<file path="src/rtl/pipeline_pkg.sv">
// Shared pipeline definitions: word width, NOP encoding, PC step and the
// {instruction, PC+4} pair held by the fetch queue.
package pipeline_pkg;

  localparam int WORD_W = 32;

  localparam logic [WORD_W-1:0] NOP_INSTR = 32'h0000_0000;
  localparam logic [WORD_W-1:0] PC_STEP   = 32'd4;

  typedef struct packed {
    logic [WORD_W-1:0] instr;
    logic [WORD_W-1:0] pcplus;
  } fetch_entry_t;

endpackage

</file>
<file path="src/rtl/fetch_queue_if.sv">
// Bundle of fetch-queue signals: instruction memory request/response,
// decode redirect/pop controls and the head entry presented to decode.
// The slave modport is the queue itself; master is the surrounding pipeline.
interface fetch_queue_if import pipeline_pkg::*; #(
  parameter int DEPTH = 4
);

  localparam int CNT_W = $clog2(DEPTH) + 1;

  logic [WORD_W-1:0] ImemAddr;
  logic [WORD_W-1:0] ImemData;
  logic              ImemReady;
  logic              RedirectD;
  logic [WORD_W-1:0] RedirectPC;
  logic              PopD;
  logic [WORD_W-1:0] InstrF;
  logic [WORD_W-1:0] PCPlusF;
  logic              ValidF;
  logic [CNT_W-1:0]  Count;

  modport slave (
    input  ImemData, ImemReady, RedirectD, RedirectPC, PopD,
    output ImemAddr, InstrF, PCPlusF, ValidF, Count
  );

  modport master (
    output ImemData, ImemReady, RedirectD, RedirectPC, PopD,
    input  ImemAddr, InstrF, PCPlusF, ValidF, Count
  );

endinterface

</file>
<file path="src/rtl/fetch_queue_ram.sv">
// DEPTH x fetch_entry_t register array: one synchronous write port and one
// asynchronous read port. Contents are never reset; occupancy tracking in
// the parent decides which entries are meaningful.
module fetch_queue_ram import pipeline_pkg::*; #(
  parameter int DEPTH = 4,
  localparam int PTR_W = $clog2(DEPTH)
) (
  input  logic               clk,
  input  logic               we,
  input  logic [PTR_W-1:0]   waddr,
  input  fetch_entry_t       wdata,
  input  logic [PTR_W-1:0]   raddr,
  output fetch_entry_t       rdata
);

  fetch_entry_t mem [DEPTH];

  // Write the incoming entry at the tail slot.
  // NOTE: storage has no reset branch; this keeps it a plain register file
  // and no reader ever looks at a slot that was not written first.
  always_ff @(posedge clk) begin
    if (we) mem[waddr] <= wdata;
  end

  assign rdata = mem[raddr];

endmodule

</file>
<file path="src/rtl/fetch_queue.sv">
// Instruction prefetch queue. Owns the fetch PC, fills a DEPTH-entry FIFO of
// {instruction, PC+4} pairs from instruction memory and presents the head to
// decode. A decode redirect flushes the queue and restarts fetch at the target.
// Optional feature: define FETCH_QUEUE_BYPASS_EN to forward the memory word
// straight to decode when the queue is empty.
module fetch_queue import pipeline_pkg::*; #(
  parameter int                DEPTH    = 4,
  parameter logic [WORD_W-1:0] RESET_PC = 32'h0
) (
  input  logic          clk,
  input  logic          reset,
  fetch_queue_if.slave  bus
);

  localparam int PTR_W = $clog2(DEPTH);
  localparam int CNT_W = $clog2(DEPTH) + 1;
  localparam logic [CNT_W-1:0] FULL_CNT = CNT_W'(DEPTH);

  logic [WORD_W-1:0] fetch_pc;
  logic [PTR_W-1:0]  head;
  logic [PTR_W-1:0]  tail;
  logic [CNT_W-1:0]  count;

  logic              valid;
  logic              pop;
  logic              push;       // word accepted from memory, FetchPC advances
  logic              write;      // accepted word is stored in the array
  fetch_entry_t      wr_entry;
  fetch_entry_t      head_entry;

  // Low two target bits are dropped: fetch is always word aligned.
  logic unused_redirect_lsbs;
  assign unused_redirect_lsbs = ^bus.RedirectPC[1:0];

  assign valid    = (count != '0);
  assign pop      = bus.PopD && valid && !bus.RedirectD;
  assign push     = bus.ImemReady && !bus.RedirectD && ((count < FULL_CNT) || pop);
  assign wr_entry = '{instr: bus.ImemData, pcplus: fetch_pc + PC_STEP};

`ifdef FETCH_QUEUE_BYPASS_EN
  logic bypass_hit;
  assign bypass_hit = !valid && bus.ImemReady && !bus.RedirectD;
  // A forwarded word that decode takes immediately never touches storage.
  assign write      = push && !(bypass_hit && bus.PopD);
`else
  assign write      = push;
`endif

  fetch_queue_ram #(.DEPTH(DEPTH)) u_ram (
    .clk   (clk),
    .we    (write),
    .waddr (tail),
    .wdata (wr_entry),
    .raddr (head),
    .rdata (head_entry)
  );

  // Fetch PC, pointers and occupancy; redirect overrides push and pop.
  // NOTE: non-blocking assignments so every register sees the pre-edge
  // values of the others, independent of statement order.
  always_ff @(posedge clk or negedge reset) begin
    if (!reset) begin
      fetch_pc <= RESET_PC;
      head     <= '0;
      tail     <= '0;
      count    <= '0;
    end else if (bus.RedirectD) begin
      fetch_pc <= {bus.RedirectPC[WORD_W-1:2], 2'b00};
      head     <= '0;
      tail     <= '0;
      count    <= '0;
    end else begin
      if (push)  fetch_pc <= fetch_pc + PC_STEP;
      if (write) tail     <= tail + PTR_W'(1);
      if (pop)   head     <= head + PTR_W'(1);
      case ({write, pop})
        2'b10:   count <= count + CNT_W'(1);
        2'b01:   count <= count - CNT_W'(1);
        default: count <= count;
      endcase
    end
  end

  // Present the head entry to decode, or a NOP when nothing is queued.
  // NOTE: every output gets a default first so no path leaves one unassigned
  // and no latch is inferred.
  always_comb begin
    bus.InstrF  = NOP_INSTR;
    bus.PCPlusF = '0;
    bus.ValidF  = 1'b0;
    if (valid) begin
      bus.InstrF  = head_entry.instr;
      bus.PCPlusF = head_entry.pcplus;
      bus.ValidF  = 1'b1;
    end
`ifdef FETCH_QUEUE_BYPASS_EN
    else if (bypass_hit) begin
      bus.InstrF  = bus.ImemData;
      bus.PCPlusF = fetch_pc + PC_STEP;
      bus.ValidF  = 1'b1;
    end
`endif
  end

  assign bus.ImemAddr = fetch_pc;
  assign bus.Count    = count;

endmodule

</file>
<file path="src/flat_wrapper.sv">
// flat-port wrapper written by rule: the top's interface ports become plain ports
module fetch_queue_flat import pipeline_pkg::*;
#(
  parameter int                DEPTH    = 4,
  parameter logic [WORD_W-1:0] RESET_PC = 32'h0
)
  (clk, reset, bus_ImemData, bus_ImemReady, bus_RedirectD, bus_RedirectPC, bus_PopD, bus_ImemAddr, bus_InstrF, bus_PCPlusF, bus_ValidF, bus_Count);
  fetch_queue_if #(.DEPTH(DEPTH)) bus_i ();
  input  logic clk;
  input  logic reset;
  input wire logic [$bits(bus_i.ImemData)-1:0] bus_ImemData;
  input wire logic [$bits(bus_i.ImemReady)-1:0] bus_ImemReady;
  input wire logic [$bits(bus_i.RedirectD)-1:0] bus_RedirectD;
  input wire logic [$bits(bus_i.RedirectPC)-1:0] bus_RedirectPC;
  input wire logic [$bits(bus_i.PopD)-1:0] bus_PopD;
  output wire logic [$bits(bus_i.ImemAddr)-1:0] bus_ImemAddr;
  output wire logic [$bits(bus_i.InstrF)-1:0] bus_InstrF;
  output wire logic [$bits(bus_i.PCPlusF)-1:0] bus_PCPlusF;
  output wire logic [$bits(bus_i.ValidF)-1:0] bus_ValidF;
  output wire logic [$bits(bus_i.Count)-1:0] bus_Count;
  assign bus_i.ImemData = bus_ImemData;
  assign bus_i.ImemReady = bus_ImemReady;
  assign bus_i.RedirectD = bus_RedirectD;
  assign bus_i.RedirectPC = bus_RedirectPC;
  assign bus_i.PopD = bus_PopD;
  assign bus_ImemAddr = bus_i.ImemAddr;
  assign bus_InstrF = bus_i.InstrF;
  assign bus_PCPlusF = bus_i.PCPlusF;
  assign bus_ValidF = bus_i.ValidF;
  assign bus_Count = bus_i.Count;
  fetch_queue #(.DEPTH(DEPTH), .RESET_PC(RESET_PC)) u_core (.clk(clk), .reset(reset), .bus(bus_i));
endmodule
</file>
<file path="config.mk">
export PLATFORM = sky130hd
export DESIGN_NAME = fetch_queue_flat
export DESIGN_NICKNAME = d
export VERILOG_FILES = /design/src/rtl/pipeline_pkg.sv /design/src/rtl/fetch_queue_if.sv /design/src/rtl/fetch_queue_ram.sv /design/src/rtl/fetch_queue.sv /design/src/flat_wrapper.sv
export SDC_FILE = /design/constraint.sdc
export NUM_CORES = 1
export LEC_CHECK = 0
export CAP_MARGIN = 10
export CORE_MARGIN = 8
export CORE_UTILIZATION = 55
export DETAILED_ROUTE_END_ITERATION = 8
export PLACE_DENSITY = 0.8
export SETUP_SLACK_MARGIN = 0.2
export SYNTH_ARGS = -nofsm -noshare
export SYNTH_HDL_FRONTEND = slang
export SYNTH_SLANG_ARGS = --single-unit
</file>
<file path="constraint.sdc">
create_clock -name clk -period 9.7 [get_ports clk]
set_input_delay 1.94 -clock clk [delete_from_list [all_inputs] [get_ports clk]]
set_output_delay 1.94 -clock clk [all_outputs]
set_load 0.02 [all_outputs]
</file>
# After elaboration in Yosys (flattened, before gate mapping)
# Memories as Yosys holds them, arrays and structs flattened.
# Cells that the tools add are included.
# W data, S select, Z words.
[word_totals] reg_bits=39 mem_bits_rw=256 in_bits=69 output_inout_bits=100 mem_count=1
[op_classes] n_addsub=5 n_lt_le_gt_ge=1 n_eq_ne=2 n_mux=13 reduce_logical=10
[memory_table] memory="u_core.u_ram.mem" depth=4 width=64 rd=1 rd_ports_with_merged_regs=0 wr=1 line_no="fetch_queue_ram.sv:16" text="fetch_entry_t mem [DEPTH];"
[ops] operator="$mux W32" n=4
[ops] operator="$add A32 B3 Y32 const B" n=1
[ops] operator="$mux W2" n=4
[ops] operator="$pmux W3 S2" n=1
[ops] operator="$reduce_bool A3 Y1" n=2
[ops] operator="$add A2 B1 Y2 const B" n=2
[ops] operator="$logic_and A1 B1 Y1" n=4
[ops] operator="$reduce_bool A2 Y1" n=2
[ops] operator="$add A3 B1 Y3 const B" n=1
[ops] operator="$lt A3 B3 Y1 const B" n=1
[ops] operator="$mux W1" n=3
[ops] operator="$mux W3" n=1
[ops] operator="$sub A3 B1 Y3 const B" n=1
[ops] operator="$eq A2 B1 Y1 const B" n=1
[ops] operator="$eq A2 B2 Y1 const B" n=1
[ops] operator="$logic_not A1 Y1" n=1
[ops] operator="$logic_or A1 B1 Y1" n=1

# Longest topological paths before layout
# Gate-level depths: netlist of the first run.
[depth] depth_word=8 depth_mapped=7 ltp_nobuf=6

# Hierarchy
# Synthesis of the first run repeated with hierarchy kept, for this count alone.
[hier_totals] cells_unflattened=763 hier_area_um2=12613.3
[by_module_without_submodules] module="fetch_queue_ram" instances=1 cells_each=338 area_per_inst_um2=9341.5 seq_area_each_um2=7687.4
[by_module_without_submodules] module="fetch_queue" instances=1 cells_each=425 area_per_inst_um2=3271.9 seq_area_each_um2=925.9

# Worst setup path after synthesis of the first run
# OpenSTA, ideal clock, no wires.
[synth_path] path_type="in2reg" from="input bus_ImemReady" to="memory u_core.u_ram.mem[0][10] (netlist name) (enable)" setup_ps=571 arrival_ps=6991 required_ps=9129 setup_slack_ps=2138 path_stages=3 cell_sequence="clkbuf_1 > nand2_1 > nor3b_1"
[synth_via] elab_chain_len=4
[synth_rtl] element="start, declared" line_no="flat_wrapper.sv:12" text="input wire logic [$bits(bus_i.ImemReady)-1:0] bus_ImemReady;"
[synth_rtl] element="$logic_and A1 B1 Y1 (2 in a row)" line_no="fetch_queue.sv:37" text="assign push = bus.ImemReady && !bus.RedirectD && ((count < FULL_CNT) || pop);"
[synth_rtl] element="$mux W1" line_no="fetch_queue_ram.sv:22" text="if (we) mem[waddr] <= wdata;"
[synth_rtl] element="$mux W1 (not written as such)" line_no="fetch_queue_ram.sv:22"
[synth_rtl] element="end, declared" line_no="fetch_queue_ram.sv:16"
# No other way between the ends.

# Final worst setup path of the first run
[layout_path] from="register u_core.head[0]" to="output bus_PCPlusF[13]"
[layout_via] elab_chain_len=2
[layout_rtl] element="start, declared" line_no="fetch_queue.sv:20" text="logic [PTR_W-1:0] head;"
[layout_rtl] element="start signal, assigned" line_no="fetch_queue.sv:75" text="if (pop) head <= head + PTR_W'(1);"
[layout_rtl] element="$mem_v2 Z4 W64"
[layout_rtl] element="$mux W32" line_no="fetch_queue.sv:91" text="if (valid) begin"
[layout_rtl] element="end, declared" line_no="flat_wrapper.sv:18" text="output wire logic [$bits(bus_i.PCPlusF)-1:0] bus_PCPlusF;"
# No other way between the ends.

==> impl_metrics.env, run 1 <==
export IMPL_insertion_delay_ns=0.53
export IMPL_maxClockFrequency_ghz=0.1878
export IMPL_tritoncts="done"
export IMPL_grt_first_pass_wirelength_mm=39.41
export IMPL_fin_crit_sh_pct=54.89
export IMPL_cts_resized=0
export IMPL_num_vias=6612
export IMPL_pwr_share_seq_pct=39.9
export IMPL_post_place_ws_ns=4.819
export IMPL_fin_nets=942
export IMPL_synth_area_leader_cell="edfxtp_1"
export IMPL_min_to="u_core.tail[1]"
export IMPL_cts_buffers=28
export IMPL_fillers=1471
export IMPL_top_level_ports=169
export IMPL_grt_usage_pct=18.79
export IMPL_critPathCaptureType="primary output"
export IMPL_clkTransAtPathRegs_ns=0.06
export IMPL_core_area_sq_um=21620
export IMPL_outcome="finished, final reports clean"
export IMPL_root_buffer="clkbuf_16"
export IMPL_synthCells=710
export IMPL_critPathMaxFanout=45
export IMPL_yosys_top_cells_area="edfxtp_1 (62%), mux4_2 (12%), dfrtp_1 (7.7%)"
export IMPL_skew_ns=0.01120
export IMPL_gp_congestion=0.8295
export IMPL_dieArea_sq_um=26810
export IMPL_crit_required_ns=7.76
export IMPL_power_frac_comb_pct=33.1
export IMPL_p_leak_nw=4.858
export IMPL_r2r_slack_ns=7.39
export IMPL_hp_class="reg -> reg"
export IMPL_drc_errors=0
export IMPL_ir_drop_uv=163.4
export IMPL_relSlewSlack_pct=29.31
export IMPL_initial_core_util_pct=55.52
export IMPL_grt_max_degree=74
export IMPL_power_density_nw_per_um2=255.8
export IMPL_cp_startpoint="u_core.head[0]"
export IMPL_grt_overflow=0
export IMPL_dr_pass1_iters=5
export IMPL_worst_slack_ns=4.376
export IMPL_hold_viol_final=0
export IMPL_maxCapViolCount=0
export IMPL_cts_hold_buffers=0
export IMPL_ys_seq_area_share_pct=69.76
export IMPL_intPower_mw=2.645
export IMPL_min_from="u_core.tail[1]"
export IMPL_synthFlopType="edfxtp_1"
export IMPL_synthesis_area_sq_um=12000
export IMPL_yosysUniqueCellTypes=40
export IMPL_finalSetupTns_ns=0
export IMPL_dpl_hpwl_mm=15.96
export IMPL_post_cts_buffers=0
export IMPL_cts_sinks=285
export IMPL_rr_worst_depth=4
export IMPL_chipHeight_um=163.7
export IMPL_routedWlPerCell_um=21.31
export IMPL_detail_route_antenna_nets=0
export IMPL_layout_min_cycle_time_ns=5.324
export IMPL_clkPwrFrac_pct=27.0
export IMPL_drt_iter0_drc=367
export IMPL_final_cell_mix="edfxtp_1 (248), clkdlybuf4s50_1 (160), and2_1 (65)"
export IMPL_start_kind="register"
export IMPL_synth_top_area_share_pct=62.05
export IMPL_antenna_found_initial=0
export IMPL_crit_type="reg -> out"
export IMPL_rsz0062_at_grt="no"
export IMPL_cp_arrival_ns=3.38
export IMPL_ys_warn_count=0
export IMPL_finalSetupViolCount=0
export IMPL_h_tree_depth=1
export IMPL_fp_row_count=54
export IMPL_port_buffers=162
export IMPL_p_switching_mw=1.121
export IMPL_synth_edf_count=248
export IMPL_wl_mm=24.92
export IMPL_syn2layout_area_growth_pct=22.65
export IMPL_synth_seq_cells=285
export IMPL_sw_frac_of_total_pct=29.76
export IMPL_timing_rr_start="u_core.bus.Count[2]"
export IMPL_slew_violations=0
export IMPL_diodes=0
export IMPL_cts_path_max_buffers=3
export IMPL_hold_path_depth=2
export IMPL_via_per_inst=5.656
export IMPL_drive_above_1_share_pct=14.51
export IMPL_grt_pass1_vias=7076
export IMPL_async_flop_share_pct=12.98
export IMPL_die_w_um=163.7
export IMPL_reg2reg_to="u_core.u_ram.mem[1][42]"
export IMPL_synth_avg_cell_area_sq_um=16.91
export IMPL_tightestPinTransition_ns=1.060
export IMPL_layout_commonest_cell="edfxtp_1"
## stage by stage
step / hold WS, ns / area (sq um) / utilization [%] / power (mW) / cells
final: 0.5726 / 14720 / 68.09 / 3.766 / 1169
after global routing: 0.6270 / 14720 / 68.09 / 3.938 / 1169
after CTS: 0.5734 / 14720 / 68.09 / 3.824 / 1169
after detailed placement: 0.5651 / 13830 / 63.98 / 2.801 / 1117
after global placement: 0.5611 / 13830 / 63.98 / 2.785 / 1117
after floorplan: 0.5425 / 12010 / - / 2.264 / 713
## final cells by class
cell class / instances / area, sq um / area share [%]
Sequential cell: 285 / 8378 / 56.91
Multi-Input combinational cell: 375 / 3396 / 23.07
Timing Repair Buffer: 173 / 1694 / 11.51
Clock buffer: 45 / 855.8 / 5.813
Tap cell: 280 / 350.3 / 2.380
Clock inverter: 7 / 32.53 / 0.2210
Inverter: 4 / 15.01 / 0.1020
## layer usage
metal	up-vias	track usage (%)	routed length [um]
met2	243	30.62	12010
met5	-	0	0
li1	3012	-	-
met1	3327	25.05	10470
met4	0	4.050	320
met3	30	5.188	2111
## synthesized netlist by cell type (15+ instances only)
cell and instances:
nand3_1 21, mux4_2 62, edfxtp_1 248, xnor2_1 37, buf_2 15, nand2_1 49
clkbuf_1 20, xor2_1 23, o21ai_0 29, and2_1 65, dfrtp_1 37, nor2_1 18
## sequential cells by signal, summed over array words and instances, names as in the netlist
name and flops:
u_core.u_ram.mem 248, u_core.bus.ImemAddr 30, u_core.head 2, u_core.tail 2
u_core.bus.Count 3
## kinds of logic after synthesis
kind of cell | synth area share (%)
adders and majority gates | 0.6880
AOI/OAI and AO/OA | 1.626
other | 0.03124
muxes | 11.80
buffers and inverters | 2.220
DFF | 69.76
xor gates and xnor gates | 4.378
and+or+nand+nor | 9.497
## worst max-delay path, cell delays in order, from the launching register on
cell and delay, ns:
dfrtp_4 0.68, buf_4 0.79, mux4_2 0.59, and2_1 0.22, clkdlybuf4s50_1 0.56
## how the worst max path moves through the flow
stage	end	slack, ns
5_1_grt	bus_PCPlusF[27]	4.13
2_1_floorplan	u_core.u_ram.mem[0][10]	2.14
3_3_place_gp	bus_PCPlusF[13]	4.82
4_1_cts	bus_PCPlusF[13]	4.25
3_5_place_dp	bus_PCPlusF[13]	4.82
6_report	bus_PCPlusF[13]	4.38
## power by group through the flow
stage               registers (mW)  logic, mW  clock network, mW
CTS                           1.50       1.28               1.04
global route                  1.51       1.34               1.08
detailed placement            1.53       1.27                  0
finish                        1.50       1.25               1.02
floorplan                     1.51      0.755                  0
global placement              1.52       1.26                  0
No activity file was read; power rests on OpenSTA's default activity.
==> run 2: changes to the inputs <==
--- a/config.mk
+++ b/config.mk
@@ -7,9 +7,9 @@
 export LEC_CHECK = 0
 export CAP_MARGIN = 10
 export CORE_MARGIN = 8
-export CORE_UTILIZATION = 55
+export CORE_UTILIZATION = 49
 export DETAILED_ROUTE_END_ITERATION = 8
-export PLACE_DENSITY = 0.8
+export PLACE_DENSITY = 0.76
 export SETUP_SLACK_MARGIN = 0.2
 export SYNTH_ARGS = -nofsm -noshare
 export SYNTH_HDL_FRONTEND = slang
==> constraint.sdc (replaced) <==
create_clock -name clk -period 4.6 [get_ports clk]
set_input_delay 0.92 -clock clk [delete_from_list [all_inputs] [get_ports clk]]
set_output_delay 0.92 -clock clk [all_outputs]
set_load 0.02 [all_outputs]
==> impl_metrics.env, run 2 (synthesized netlist as in run 1, its figures left out) <==
export IMPL_dieArea_sq_um=29760
export IMPL_num_vias=6608
export IMPL_tightestPinTransition_ns=0.9914
export IMPL_final_cell_area_sq_um=14810
export IMPL_slew_violations=0
export IMPL_rsz0062_at_grt="no"
export IMPL_die_w_um=172.5
export IMPL_path_delay_family="buffers and inverters"
export IMPL_final_core_util_pct=61.24
export IMPL_cp_cell_sequence="buf_4, mux4_2, and2_1, clkdlybuf4s50_1"
export IMPL_skew_ns=0.008923
export IMPL_timing_rr_start="u_core.bus.ImemAddr[2]"
export IMPL_detail_route_antenna_nets=0
export IMPL_reg2reg_to="u_core.bus.ImemAddr[24]"
export IMPL_syn2layout_area_growth_pct=23.35
export IMPL_path_buf_inv=2
export IMPL_post_cts_buffers=0
export IMPL_layout_commonest_cell="edfxtp_1"
export IMPL_report_power_total_mw=7.928
export IMPL_drc_errors=0
export IMPL_grt_overflow=0
export IMPL_cp_arrival_ns=2.83
export IMPL_tritoncts="done"
export IMPL_critPathCaptureType="primary output"
export IMPL_hold_viol_final=0
export IMPL_routedWlPerCell_um=20.73
export IMPL_insertion_delay_ns=0.52
export IMPL_p_leak_nw=4.865
export IMPL_rr_worst_depth=6
export IMPL_power_density_nw_per_um2=535.5
export IMPL_cts_resized=0
export IMPL_finalSetupViolCount=0
export IMPL_initial_core_util_pct=49.65
export IMPL_crit_required_ns=3.68
export IMPL_cts_buffers=29
export IMPL_h_tree_depth=1
export IMPL_critPathMaxFanout=17
export IMPL_fp_row_count=57
export IMPL_port_buffers=162
export IMPL_relSlewSlack_pct=33.91
export IMPL_maxClockFrequency_ghz=0.2666
export IMPL_post_place_ws_ns=1.328
export IMPL_gp_congestion=0.8192
export IMPL_grt_max_degree=65
export IMPL_clkTransAtPathRegs_ns=0.06
export IMPL_outcome="finished, final reports clean"
export IMPL_diodes=0
export IMPL_cts_sinks=285
export IMPL_fin_crit_sh_pct=81.53
export IMPL_chipHeight_um=172.5
export IMPL_ir_drop_uv=319.7
export IMPL_largest_register_ffs=248
export IMPL_r2r_slack_ns=2.19
export IMPL_wl_mm=25.21
export IMPL_cts_hold_buffers=0
export IMPL_dr_pass1_iters=4
export IMPL_grt_first_pass_wirelength_mm=39.82
export IMPL_root_buffer="clkbuf_16"
export IMPL_via_per_inst=5.434
export IMPL_top_level_ports=169
export IMPL_dpl_hpwl_mm=16.22
export IMPL_cts_path_max_buffers=3
export IMPL_drt_iter0_drc=429
export IMPL_fin_nets=946
export IMPL_final_cell_mix="edfxtp_1 (248), clkdlybuf4s50_1 (160), and2_1 (65)"
export IMPL_largest_register="u_core.u_ram.mem"
export IMPL_slowest_delay_ns=0.65
export IMPL_drive_above_1_share_pct=14.69
export IMPL_antenna_found_initial=0
export IMPL_crit_type="reg -> out"
export IMPL_grt_usage_pct=16.79
export IMPL_start_kind="register"
export IMPL_core_area_sq_um=24180
export IMPL_cpMaxStageDelayCell="dfrtp_4"
export IMPL_placed_area_sq_um=13950
export IMPL_cp_num_cells=4
export IMPL_layout_min_cycle_time_ns=3.750
export IMPL_worst_slack_ns=0.8497
export IMPL_hp_class="in -> async"
export IMPL_grt_pass1_vias=6910
export IMPL_cp_startpoint="u_core.head[0]"
export IMPL_worstSetupEndpoint="bus_PCPlusF[8]"
export IMPL_maxCapViolCount=0
[run 2: cell types whose count changed in the layout (fill, tap and decap cells not counted), sizes merged]
cell | before | now
buf | 13 | 16
bufinv | 0 | 1
clkbuf | 45 | 36
clkinv | 7 | 14
clkinvlp | 0 | 1
[run 2: area by class of cell]
class / instances / area (sq um)
multi-input cells: 375 / 3396
well taps: 324 / 405.4
repair buffers: 176 / 1754
clock inverters: 16 / 105.1
clock buffers: 36 / 752.0
fillers: 1780 / 9371
inverters: 4 / 15.01
flip-flops and latches: 285 / 8378
[run 2: power breakdown]
| part | internal [mW] | total, mW | switching, mW |
|---|---|---|---|
| combinational | 1.34 | 2.65 | 1.31 |
| sequential | 3.00 | 3.16 | 0.159 |
| clock | 1.21 | 2.12 | 0.909 |
| total | 5.55 | 7.93 | 2.37 |
[run 2: through the flow]
step	TNS (ns)	hold slack (ns)	cells
3_5_place_dp	0	0.5630	1164
2_1_floorplan	-481.65	0.5425	713
5_1_grt	0	0.5888	1216
6_report	0	0.5410	1216
3_3_place_gp	0	0.5592	1164
4_1_cts	0	0.5486	1216
[run 2: worst min path at each step]
stage | start | to | slack, ns | cells after the start
CTS | reset | u_core.bus.ImemAddr[17] | 0.55 | 1
finish | reset | u_core.bus.ImemAddr[21] | 0.54 | 1
floorplan | u_core.tail[1] | u_core.tail[1] | 0.54 | 2
detailed placement | u_core.tail[1] | u_core.tail[1] | 0.56 | 2
global route | reset | u_core.bus.ImemAddr[17] | 0.59 | 1
global placement | u_core.tail[1] | u_core.tail[1] | 0.56 | 2
[run 2: metal layers]
layer	global-route usage, %	vias to the layer above	share of wire [%]
li1	-	3016	-
met1	21.95	3339	43
met2	27.44	222	48
met3	4.708	31	7.1
met4	4.059	0	1.6
met5	0	-	0
==> RTL change: new RTL, config.mk and constraints of run 2 <==
Add a define of `FETCH_QUEUE_BYPASS_EN`.
--- a/src/rtl/fetch_queue.sv
+++ b/src/rtl/fetch_queue.sv
@@ -3,6 +3,8 @@
 // decode. A decode redirect flushes the queue and restarts fetch at the target.
 // Optional feature: define FETCH_QUEUE_BYPASS_EN to forward the memory word
 // straight to decode when the queue is empty.
+`define FETCH_QUEUE_BYPASS_EN
+
 module fetch_queue import pipeline_pkg::*; #(
   parameter int                DEPTH    = 4,
   parameter logic [WORD_W-1:0] RESET_PC = 32'h0
Behaviour: not the same (a bounded check fails within 4 cycles, from zero or initial values and one cycle with reset low).
==> RTL change against run 2 <==
  * Worst setup slack got worse by 560 ps
  * Synthesized area grew 1.6%
  * Total power down 18%
  * Count of clock-buffer cells in the layout unchanged
  * Maximum frequency shrank 13%
  * Cell count grew 1.5%
  * Via count increased by 10%
  * Sequential cell count is the same
  * First-iteration DRC count is 51% higher
  * Largest power group unchanged
  * Highest routed layer unchanged
  * Wire length up 14%
  * Design area up 2.1%
==> RTL change: results (changes against run 2) <==
<table>
<tr><th>Metric</th><th>Value</th></tr>
<tr><th colspan="2">Outcome</th></tr>
<tr><td>Status</td><td>completed</td></tr>
<tr><th colspan="2">GRT</th></tr>
<tr><td>Via count of the first global-routing pass</td><td>7554 (+9.3%)</td></tr>
<tr><td>Met2 layer usage reported by global route</td><td>30.0% (+2.5 points)</td></tr>
<tr><td>Met1 GRT Util</td><td>25.7% (+3.8 points)</td></tr>
<tr><td>Global-route wire length before repair</td><td>44700 um (+12%)</td></tr>
<tr><th colspan="2">Synth</th></tr>
<tr><td>Library cells used by synthesis</td><td>52 (+30%)</td></tr>
<tr><td>Top post-synthesis cells by count</td><td>sky130_fd_sc_hd__edfxtp_1, sky130_fd_sc_hd__mux4_2, sky130_fd_sc_hd__a22o_1</td></tr>
<tr><td>Post-synthesis area per instance</td><td>17.0 sq um (+0.31%)</td></tr>
<tr><th colspan="2">Cells and area</th></tr>
<tr><td>Number of logic inverters in the finished layout</td><td>16 (+12)</td></tr>
<tr><td>Layout fillers</td><td>1823 (+2.4%)</td></tr>
<tr><td>Fin nets</td><td>964 (+1.9%)</td></tr>
<tr><td>Multi-input gates</td><td>376 (+0.27%)</td></tr>
<tr><td>Fraction of final layout cells sized beyond drive strength 1</td><td>17.0% (+2.3 points)</td></tr>
<tr><td>Clock network area share</td><td>5.59% (-0.20 points)</td></tr>
<tr><td>Share of the final layout cell area in multi-input gates</td><td>24.2% (+1.2 points)</td></tr>
<tr><th colspan="2">Clock tree</th></tr>
<tr><td>Worst skew pair latency</td><td>540 ps (+20 ps)</td></tr>
<tr><td>Cts bufs inserted</td><td>28 (-3.4%)</td></tr>
<tr><th colspan="2">Worst setup path</th></tr>
<tr><td>Endpoint arrival time on the critical path</td><td>3390 ps (+560 ps)</td></tr>
<tr><td>Worst reg-to-reg path cell count</td><td>7 (+1)</td></tr>
<tr><td>Slowest Stage Delay on Critical Path</td><td>630 ps (-20 ps)</td></tr>
<tr><th colspan="2">Power</th></tr>
<tr><td>Maximum VDD drop</td><td>0.258 mV (-19%)</td></tr>
<tr><th colspan="2">Drt</th></tr>
<tr><td>Vias/cell</td><td>5.89 (+8.4%)</td></tr>
<tr><td>Wirelength, routed</td><td>28700 um (+14%)</td></tr>
<tr><td>Routed length per placed instance</td><td>23.3 um (+12%)</td></tr>
<tr><td>Met3 routed wirelength</td><td>2280 um (+27%)</td></tr>
</table>
RTL change: cell count changes after synthesis, sizes merged, moves of 5 or more:
| cell | delta |
|---|---|
| inv | +12 |
| a22oi | +12 |
| xor2 | -9 |
| a22o | +54 |
| nand2 | -12 |
| nor2b | +11 |
| xnor2 | -18 |
| clkbuf | +5 |
| and2 | -57 |
| buf | -9 |
RTL change: path summary, 6_finish.rpt:
check,from,endpoint,slack [ps]
max,u_core.bus.ImemAddr[3],bus_PCPlusF[24],290
min,reset,u_core.bus.ImemAddr[3],520
max reg2reg,u_core.bus.Count[1],u_core.bus.Count[2],1750
min reg2reg,u_core.tail[1],u_core.tail[1],580
max in group asynchronous,reset,u_core.head[0],3410
min in group clk,u_core.tail[1],u_core.tail[1],580
RTL change: cells by family (layout without fill, tap and decap cells):
kind of cell,after synthesis,in the layout,synth area share (%)
multiplexers,65,65,11.7
XOR/XNOR,33,33,2.37
other,1,4,0.0308
buffers and inverters,61,249,2.05
flip-flops,285,285,68.7
adder cells (fa/ha/maj),6,6,0.677
AO/OA/AOI/OAI,123,123,7.59
AND/OR/NAND/NOR,145,145,6.91
RTL change: through the flow:
step / hold slack [ps] / worst slack (ps) / cell area, sq um / power, mW
after CTS: 538 / 204 / 15100 / 6.57
final: 521 / 286 / 15100 / 6.52
after floorplan: 538 / 938 / 12200 / 3.85
after global placement: 567 / 502 / 14200 / 4.46
after global routing: 584 / 205 / 15100 / 6.76
after detailed placement: 576 / 476 / 14200 / 4.48
RTL change: where the power goes:
part	switching [mW]	internal, mW
combinational	0.727	0.652
clock	0.918	1.18
sequential	0.108	2.94
total	1.75	4.77
RTL change: critical path: cells and delay by family, from the launching register on:
family          cells  cell delay, ps
simple gates        3             820
buf+inv             2             810
flops               1             450
fa+ha+maj           1             280
xor+xnor            1             260
compound gates      1             240
